==> config.mk <==
export PLATFORM = sky130hd
export DESIGN_NAME = dbus_axi_arbiter
export DESIGN_NICKNAME = d
export VERILOG_FILES = /design/src/rtl/dbus_axi_arbiter.sv
export SDC_FILE = /design/constraint.sdc
export NUM_CORES = 1
export LEC_CHECK = 0
export ABC_CLOCK_PERIOD_IN_PS = 2900
export CAP_MARGIN = 20
export CORE_AREA = 3 3 120 122
export CTS_CLUSTER_DIAMETER = 150
export DETAILED_ROUTE_END_ITERATION = 7
export DIE_AREA = 0 0 123 125
export GPL_TIMING_DRIVEN = 0
export PLACE_DENSITY = 0.54
export RECOVER_POWER = 100
export SLEW_MARGIN = 30
export SYNTH_ARGS = -nofsm -noshare
export SYNTH_HDL_FRONTEND = slang
export SYNTH_SLANG_ARGS = --single-unit
==> constraint.sdc <==
create_clock -name clk -period 2.9 [get_ports clk]
set_input_delay 0.29 -clock clk [delete_from_list [all_inputs] [get_ports clk]]
set_output_delay 0.29 -clock clk [all_outputs]
set_load 0.02 [all_outputs]
==> src/rtl/dbus_axi_arbiter.sv <==
// dbus_axi_arbiter: shares one AXI DBus port between two requesters.
//   Requester 0 is the core DBus, requester 1 a secondary master (DMA/debug).
//   Round-robin on ties; the grant is locked while the slave stalls, and a
//   watchdog turns a slave stuck busy for TIMEOUT_CYCLES into an access fault.
//   Address/data are muxed combinationally, so the arbiter adds no latency.
// Ports:
//   clk, rst_n                         clock, synchronous active-low reset
//   mN_rd_en/wr_en/addr/wr_data/wr_strobe   requester N request (N=0,1)
//   mN_rd_data/busy/access_fault        response to requester N
//   axi_rd_en/wr_en/addr/wr_data/wr_strobe  downstream request
//   axi_rd_data/busy/access_fault       downstream response
// Optional: define DBUS_ARB_STATS_EN to add saturating statistics outputs
//   grant_cnt0, grant_cnt1, stall_cnt (16 bit) and timeout_cnt (8 bit).
module dbus_axi_arbiter #(
    parameter int unsigned AXI_ADDR_WIDTH = 32,
    parameter int unsigned TIMEOUT_CYCLES = 255
) (
    input  logic                      clk,
    input  logic                      rst_n,
    input  logic                      m0_rd_en,
    input  logic                      m0_wr_en,
    input  logic [AXI_ADDR_WIDTH-1:0] m0_addr,
    input  logic [31:0]               m0_wr_data,
    input  logic [3:0]                m0_wr_strobe,
    output logic [31:0]               m0_rd_data,
    output logic                      m0_busy,
    output logic                      m0_access_fault,
    input  logic                      m1_rd_en,
    input  logic                      m1_wr_en,
    input  logic [AXI_ADDR_WIDTH-1:0] m1_addr,
    input  logic [31:0]               m1_wr_data,
    input  logic [3:0]                m1_wr_strobe,
    output logic [31:0]               m1_rd_data,
    output logic                      m1_busy,
    output logic                      m1_access_fault,
    output logic                      axi_rd_en,
    output logic                      axi_wr_en,
    output logic [AXI_ADDR_WIDTH-1:0] axi_addr,
    output logic [31:0]               axi_wr_data,
    output logic [3:0]                axi_wr_strobe,
    input  logic [31:0]               axi_rd_data,
    input  logic                      axi_busy,
    input  logic                      axi_access_fault
`ifdef DBUS_ARB_STATS_EN
    ,
    output logic [15:0]               grant_cnt0,
    output logic [15:0]               grant_cnt1,
    output logic [15:0]               stall_cnt,
    output logic [7:0]                timeout_cnt
`endif
);

    localparam int unsigned CNT_W = (TIMEOUT_CYCLES < 2) ? 1 : $clog2(TIMEOUT_CYCLES + 1);
    localparam logic [CNT_W-1:0] CNT_MAX = '1;
    localparam logic [CNT_W-1:0] CNT_TO  = CNT_W'(TIMEOUT_CYCLES);

    typedef enum logic [1:0] {IDLE, LOCK0, LOCK1} state_t;

    state_t           state;
    logic [CNT_W-1:0] cnt;
    logic             last_grant;

    logic req0, req1;
    logic gnt_valid, gnt_id;
    logic timeout;
    logic sel_rd, sel_wr;

    assign req0 = m0_rd_en | m0_wr_en;
    assign req1 = m1_rd_en | m1_wr_en;

    // Grant selection: round-robin in IDLE, only the owner while locked.
    always_comb begin
        gnt_valid = 1'b0;
        gnt_id    = 1'b0;
        case (state)
            IDLE: begin
                if (req0 && req1) begin
                    gnt_valid = 1'b1;
                    gnt_id    = ~last_grant;
                end else if (req0 || req1) begin
                    gnt_valid = 1'b1;
                    gnt_id    = req1;
                end
            end
            LOCK0: gnt_valid = req0;
            LOCK1: begin
                gnt_valid = req1;
                gnt_id    = 1'b1;
            end
            default: ;
        endcase
    end

    assign timeout = (TIMEOUT_CYCLES != 0) && (state != IDLE) && gnt_valid
                     && axi_busy && (cnt == CNT_TO);

    assign sel_rd = gnt_id ? m1_rd_en : m0_rd_en;
    assign sel_wr = gnt_id ? m1_wr_en : m0_wr_en;

    // Downstream mux; everything reads 0 in reset or without a grant.
    always_comb begin
        axi_rd_en     = 1'b0;
        axi_wr_en     = 1'b0;
        axi_addr      = '0;
        axi_wr_data   = '0;
        axi_wr_strobe = '0;
        if (rst_n && gnt_valid) begin
            axi_rd_en     = sel_rd & ~timeout;
            axi_wr_en     = sel_wr & ~timeout;
            axi_addr      = gnt_id ? m1_addr      : m0_addr;
            axi_wr_data   = gnt_id ? m1_wr_data   : m0_wr_data;
            axi_wr_strobe = gnt_id ? m1_wr_strobe : m0_wr_strobe;
        end
    end

    // Responses: granted side sees the slave (or the forced fault), a waiting
    // requester is stalled, an idle requester sees zeros.
    always_comb begin
        m0_rd_data      = '0;
        m0_busy         = 1'b0;
        m0_access_fault = 1'b0;
        m1_rd_data      = '0;
        m1_busy         = 1'b0;
        m1_access_fault = 1'b0;
        if (rst_n) begin
            if (gnt_valid && !gnt_id) begin
                m0_busy         = timeout ? 1'b0 : axi_busy;
                m0_access_fault = timeout ? 1'b1 : axi_access_fault;
                m0_rd_data      = timeout ? 32'd0 : axi_rd_data;
            end else if (req0) begin
                m0_busy = 1'b1;
            end
            if (gnt_valid && gnt_id) begin
                m1_busy         = timeout ? 1'b0 : axi_busy;
                m1_access_fault = timeout ? 1'b1 : axi_access_fault;
                m1_rd_data      = timeout ? 32'd0 : axi_rd_data;
            end else if (req1) begin
                m1_busy = 1'b1;
            end
        end
    end

    // Lock FSM with saturating watchdog counter.
    always_ff @(posedge clk) begin
        if (!rst_n) begin
            state      <= IDLE;
            cnt        <= '0;
            last_grant <= 1'b1;
        end else begin
            case (state)
                IDLE: begin
                    if (gnt_valid) begin
                        if (axi_busy) begin
                            state <= gnt_id ? LOCK1 : LOCK0;
                            cnt   <= CNT_W'(1);
                        end else begin
                            last_grant <= gnt_id;
                        end
                    end
                end
                LOCK0, LOCK1: begin
                    if (!gnt_valid) begin
                        // owner withdrew its request: abort without fault
                        state <= IDLE;
                        cnt   <= '0;
                    end else if (!axi_busy || timeout) begin
                        state      <= IDLE;
                        cnt        <= '0;
                        last_grant <= gnt_id;
                    end else if (cnt != CNT_MAX) begin
                        cnt <= cnt + CNT_W'(1);
                    end
                end
                default: begin
                    state <= IDLE;
                    cnt   <= '0;
                end
            endcase
        end
    end

`ifdef DBUS_ARB_STATS_EN
    logic done_c, stall_c;

    // Completions exclude aborts (no grant) and timeouts (slave still busy).
    assign done_c  = gnt_valid && !axi_busy;
    assign stall_c = gnt_valid && (gnt_id ? req0 : req1);

    always_ff @(posedge clk) begin
        if (!rst_n) begin
            grant_cnt0  <= '0;
            grant_cnt1  <= '0;
            stall_cnt   <= '0;
            timeout_cnt <= '0;
        end else begin
            if (done_c && !gnt_id && grant_cnt0 != 16'hFFFF) grant_cnt0 <= grant_cnt0 + 16'd1;
            if (done_c &&  gnt_id && grant_cnt1 != 16'hFFFF) grant_cnt1 <= grant_cnt1 + 16'd1;
            if (stall_c && stall_cnt != 16'hFFFF)            stall_cnt  <= stall_cnt + 16'd1;
            if (timeout && timeout_cnt != 8'hFF)             timeout_cnt <= timeout_cnt + 8'd1;
        end
    end
`endif

endmodule
==> flow_summary.ini <==
[yosys]
synth_sequential_area_ratio_pct = 10.8
synth-main-ff-cell = sky130_fd_sc_hd__dfxtp_1
post_synth_inst_count = 256
synth-seq-cells = 11
ys_types = 50
syn_area_per_cell_um2 = 7.96
post_synth_instance_area_um2 = 2040
synth_async_sr_flop_share_pct = 0
yosysWarningCount = 0
synth_nets = 437
synth_edf_count = 0

[power_and_ir_drop]
switching_power_w = 0.00186
cell_leakage_power_nw = 2.38
max-vdd-ir-drop_uv = 276
power_switching_share_pct = 52.8
power_frac_seq_pct = 5.8
power_per_cell_area_nw_per_um2 = 681
power_frac_clock_pct = 7.2
intPower_w = 0.00166
pwr-share-comb_pct = 87.0

[die]
boundaryPins = 314
placementRows = 42
die_width_um = 123
floorplan.die_area_um2 = 15400
coreArea_um2 = 13300
start_util_pct = 15.3
chipHeight_um = 125

[cts]
root_buffer = sky130_fd_sc_hd__clkbuf_16
cts_htree_levels = 1
cts.path.max_buffers = 2
clock_transition_time_at_the_flip_flop_clock_pins_of_the_worst_setup_and_hold_paths_ns = 0.04
cts_tree = yes
hold_buffers = 0
tritoncts.num_buffers = 3
clk-insertion-delay-late_ns = 0.24
clock_sink_count = 11

[grt]
grt_antenna_before_repair = 2
pin_count_of_the_biggest_net_entering_global_routing = 11
overflow = 0
first_global_vias = 3323
grt_usage_pct = 17.6
grt_pass1_wl_um = 20800

[drt]
topRoutingLayerUsed = met5
detail-route-antenna-nets = 0
detail_route.vias_per_cell = 4.45
routed_wirelength_um = 15000
route.detailed.wl_per_inst_um = 19.8
wl_met1_um = 5950
met2_wirelength_um = 7090
via_count = 3362
met3WireLength_um = 1740
detail_route.first_pass.iterations = 4
initialDrtViolationCount = 138
drc = 0

[final_layout]
share_of_layout_cells_above_drive_strength_1_pct = 26.8
finish.net_count = 761
filler_cell_count = 1411
seq_area_um2 = 223
multi_input_area_um2 = 1730
final_cells = 756
area.growth.synth_to_final_pct = 153

[sta]
layout_worst_path_cycle_share_pct = 103
final_critical_path_setup_slack_ns = -0.0764
timing.final.setup_violations = 1
fmax_ghz = 0.336
timing_hold_violations_final = 0
fin_tns_setup_ns = -0.0764
timing.final.crit_period_ns = 2.98
maxSlewViolCount = 0
timing.clock.skew_ns = 0.000984
rsz0062_at_grt = yes
worst_pin_slew_ns = 0.769
slew-limit-headroom_pct = 48.2

[hold_path]
hold-path-endpoint = cnt[0]$_SDFFE_PN0P_
hp-class = reg -> reg
hold_depth = 1
hold_path_startpoint = cnt[0]$_SDFFE_PN0P_

[worst_setup_path]
r2r_end = cnt[7]$_SDFFE_PN0P_
reg2reg_from = state[0]$_SDFFE_PN0P_
critical_setup_path_kind = in -> out
worstPathRequired_ns = 2.61
worstSetupEndpointType = output pin
critical_path.startpoint_type = input pin
critical_path.max_fanout = 10
regToRegSetupSlack_ns = 0.80
worst-endpoint-arrival_ns = 2.69
number_of_cells_on_the_worst_reg_to_reg_path = 7

[placement]
detailed_place_hpwl_um = 13000
number_of_input_and_output_port_buffers_inserted = 313
place_congestion = 0.933
place_ws_ns = -0.338
number_of_cells_in_the_design_after_placement = 745

[flow_run]
max_cap_viols = 0

[run_status]
status = complete, but fails checks
violations = setup timing
==> flip-flops by register name, summed over array words and instances, names as in the netlist <==
register	cells
state	2
cnt	8
last_grant	1
==> synth_stat cells, types with 2 or more instances <==
library cell               instances  area share, %
sky130_fd_sc_hd__a31oi_1           3           0.92
sky130_fd_sc_hd__or4_1             2           0.74
sky130_fd_sc_hd__o21ai_0           7            1.7
sky130_fd_sc_hd__buf_6             2            1.1
sky130_fd_sc_hd__clkbuf_1          9            1.7
sky130_fd_sc_hd__nand4b_1          2           0.86
sky130_fd_sc_hd__o22a_2            2           0.98
sky130_fd_sc_hd__clkbuf_2          6            1.5
sky130_fd_sc_hd__a22o_1           68             29
sky130_fd_sc_hd__nor3_1            3           0.74
sky130_fd_sc_hd__ha_1              5            3.1
sky130_fd_sc_hd__a32o_1            2           0.98
sky130_fd_sc_hd__inv_1             9            1.7
sky130_fd_sc_hd__nand2b_1          2           0.61
sky130_fd_sc_hd__nand2_1           5           0.92
sky130_fd_sc_hd__o21ai_1           2           0.49
sky130_fd_sc_hd__a21oi_1           6            1.5
sky130_fd_sc_hd__o21a_1            4            1.5
sky130_fd_sc_hd__dfxtp_1          11             11
sky130_fd_sc_hd__and3_1            2           0.61
sky130_fd_sc_hd__a311oi_2          2            1.5
sky130_fd_sc_hd__nand3_1           3           0.74
sky130_fd_sc_hd__o22ai_1           4            1.2
sky130_fd_sc_hd__nor2_2            2           0.61
sky130_fd_sc_hd__mux2i_1           2           0.98
sky130_fd_sc_hd__nor2_1            2           0.37
sky130_fd_sc_hd__and2_1           23            7.1
sky130_fd_sc_hd__and2_2           42             15
sky130_fd_sc_hd__buf_2             3           0.74
==> worst max-delay path by stage <==
stage | start | to | slack [ns] | cells past startpoint
CTS | m1_wr_en | axi_wr_data[5] | -0.21 | 7
detailed placement | m1_wr_en | axi_wr_data[25] | -0.34 | 7
global placement | m1_wr_en | axi_wr_data[26] | -0.34 | 7
floorplan | state[0]$_SDFFE_PN0P_ | m1_rd_data[11] | 0.66 | 8
global route | state[0]$_SDFFE_PN0P_ | m0_access_fault | -0.18 | 9
finish | m1_wr_en | m0_access_fault | -0.08 | 7
==> critical path, stage by stage <==
cell and delay, ns:
sky130_fd_sc_hd__clkdlybuf4s50_1 0.47, sky130_fd_sc_hd__or2_1 0.31, sky130_fd_sc_hd__a31o_2 0.32, sky130_fd_sc_hd__nor2_4 0.20, sky130_fd_sc_hd__buf_2 0.30, sky130_fd_sc_hd__o21a_1 0.16, sky130_fd_sc_hd__clkdlybuf4s50_1 0.63
==> cell type report <==
cell class	instances	share of cell area (%)
sequential	11	4.32
timing repair buffer	319	52.7
clock buffer	3	1.46
tap	176	4.27
multi-input combinational	215	33.5
buffer	21	2.98
antenna	1	0.0485
clock inverter	1	0.0970
inverter	9	0.655
==> timing repair <==
item	4_1_cts	5_1_grt
gates cloned	0	0
setup buffers	6	0
gates resized for setup	175	148
endpoints found under the setup margin	136	116
pin swaps	3	2
==> layer usage <==
layer / global-route usage (%) / up-vias
met5: 0 / -
met4: 1.89 / 4
met3: 6.82 / 12
met2: 30.6 / 163
met1: 21.3 / 1546
li1: - / 1637
==> layout by cell type, fill, tap and decap left out, drive strengths merged, types with 2 or more instances in the layout <==
master         instances
nand4b                 2
and2                  65
dlygate4sd2           35
clkbuf                94
o21ai                  9
o22ai                  4
inv                    9
and3                   3
clkdlybuf4s50        176
o211ai                 2
a32o                   2
mux2i                  2
ha                     5
dlymetal6s2s           4
nand2b                 2
nor2                   4
nor3                   4
nand2                  5
buf                   18
dfxtp                 11
o21a                   4
o22a                   2
or4                    2
nand3                  3
clkdlybuf4s15         15
a31oi                  4
a311oi                 3
a21oi                  7
a22o                  68
==> power by group through the flow <==
stage	Clock, W	Sequential (W)	Combinational (W)
2_1_floorplan	0	0.000196	0.00179
3_3_place_gp	0	0.000201	0.00339
3_5_place_dp	0	0.000202	0.00340
4_1_cts	0.000259	0.000202	0.00325
5_1_grt	0.000265	0.000206	0.00326
6_report	0.000254	0.000202	0.00306
==> kinds of logic after synthesis <==
group	synth area share [%]
AOI/OAI and AO/OA	47.5
and+or+nand+nor	30.7
buffers and inverters	7.00
DFF	10.8
adders and majority gates	3.07
muxes	0.983
==> per-stage QoR <==
stage | util (%) | area (µm²) | hold WS [ns] | total power (W)
after CTS | 41.5 | 5510 | 0.472 | 0.00371
final | 38.8 | 5160 | 0.463 | 0.00351
after floorplan | - | 2040 | 0.366 | 0.00198
after global placement | 40.5 | 5390 | 0.465 | 0.00359
after detailed placement | 40.5 | 5390 | 0.463 | 0.00360
after global routing | 38.8 | 5150 | 0.499 | 0.00373
No activity file was read; power rests on OpenSTA's default activity.
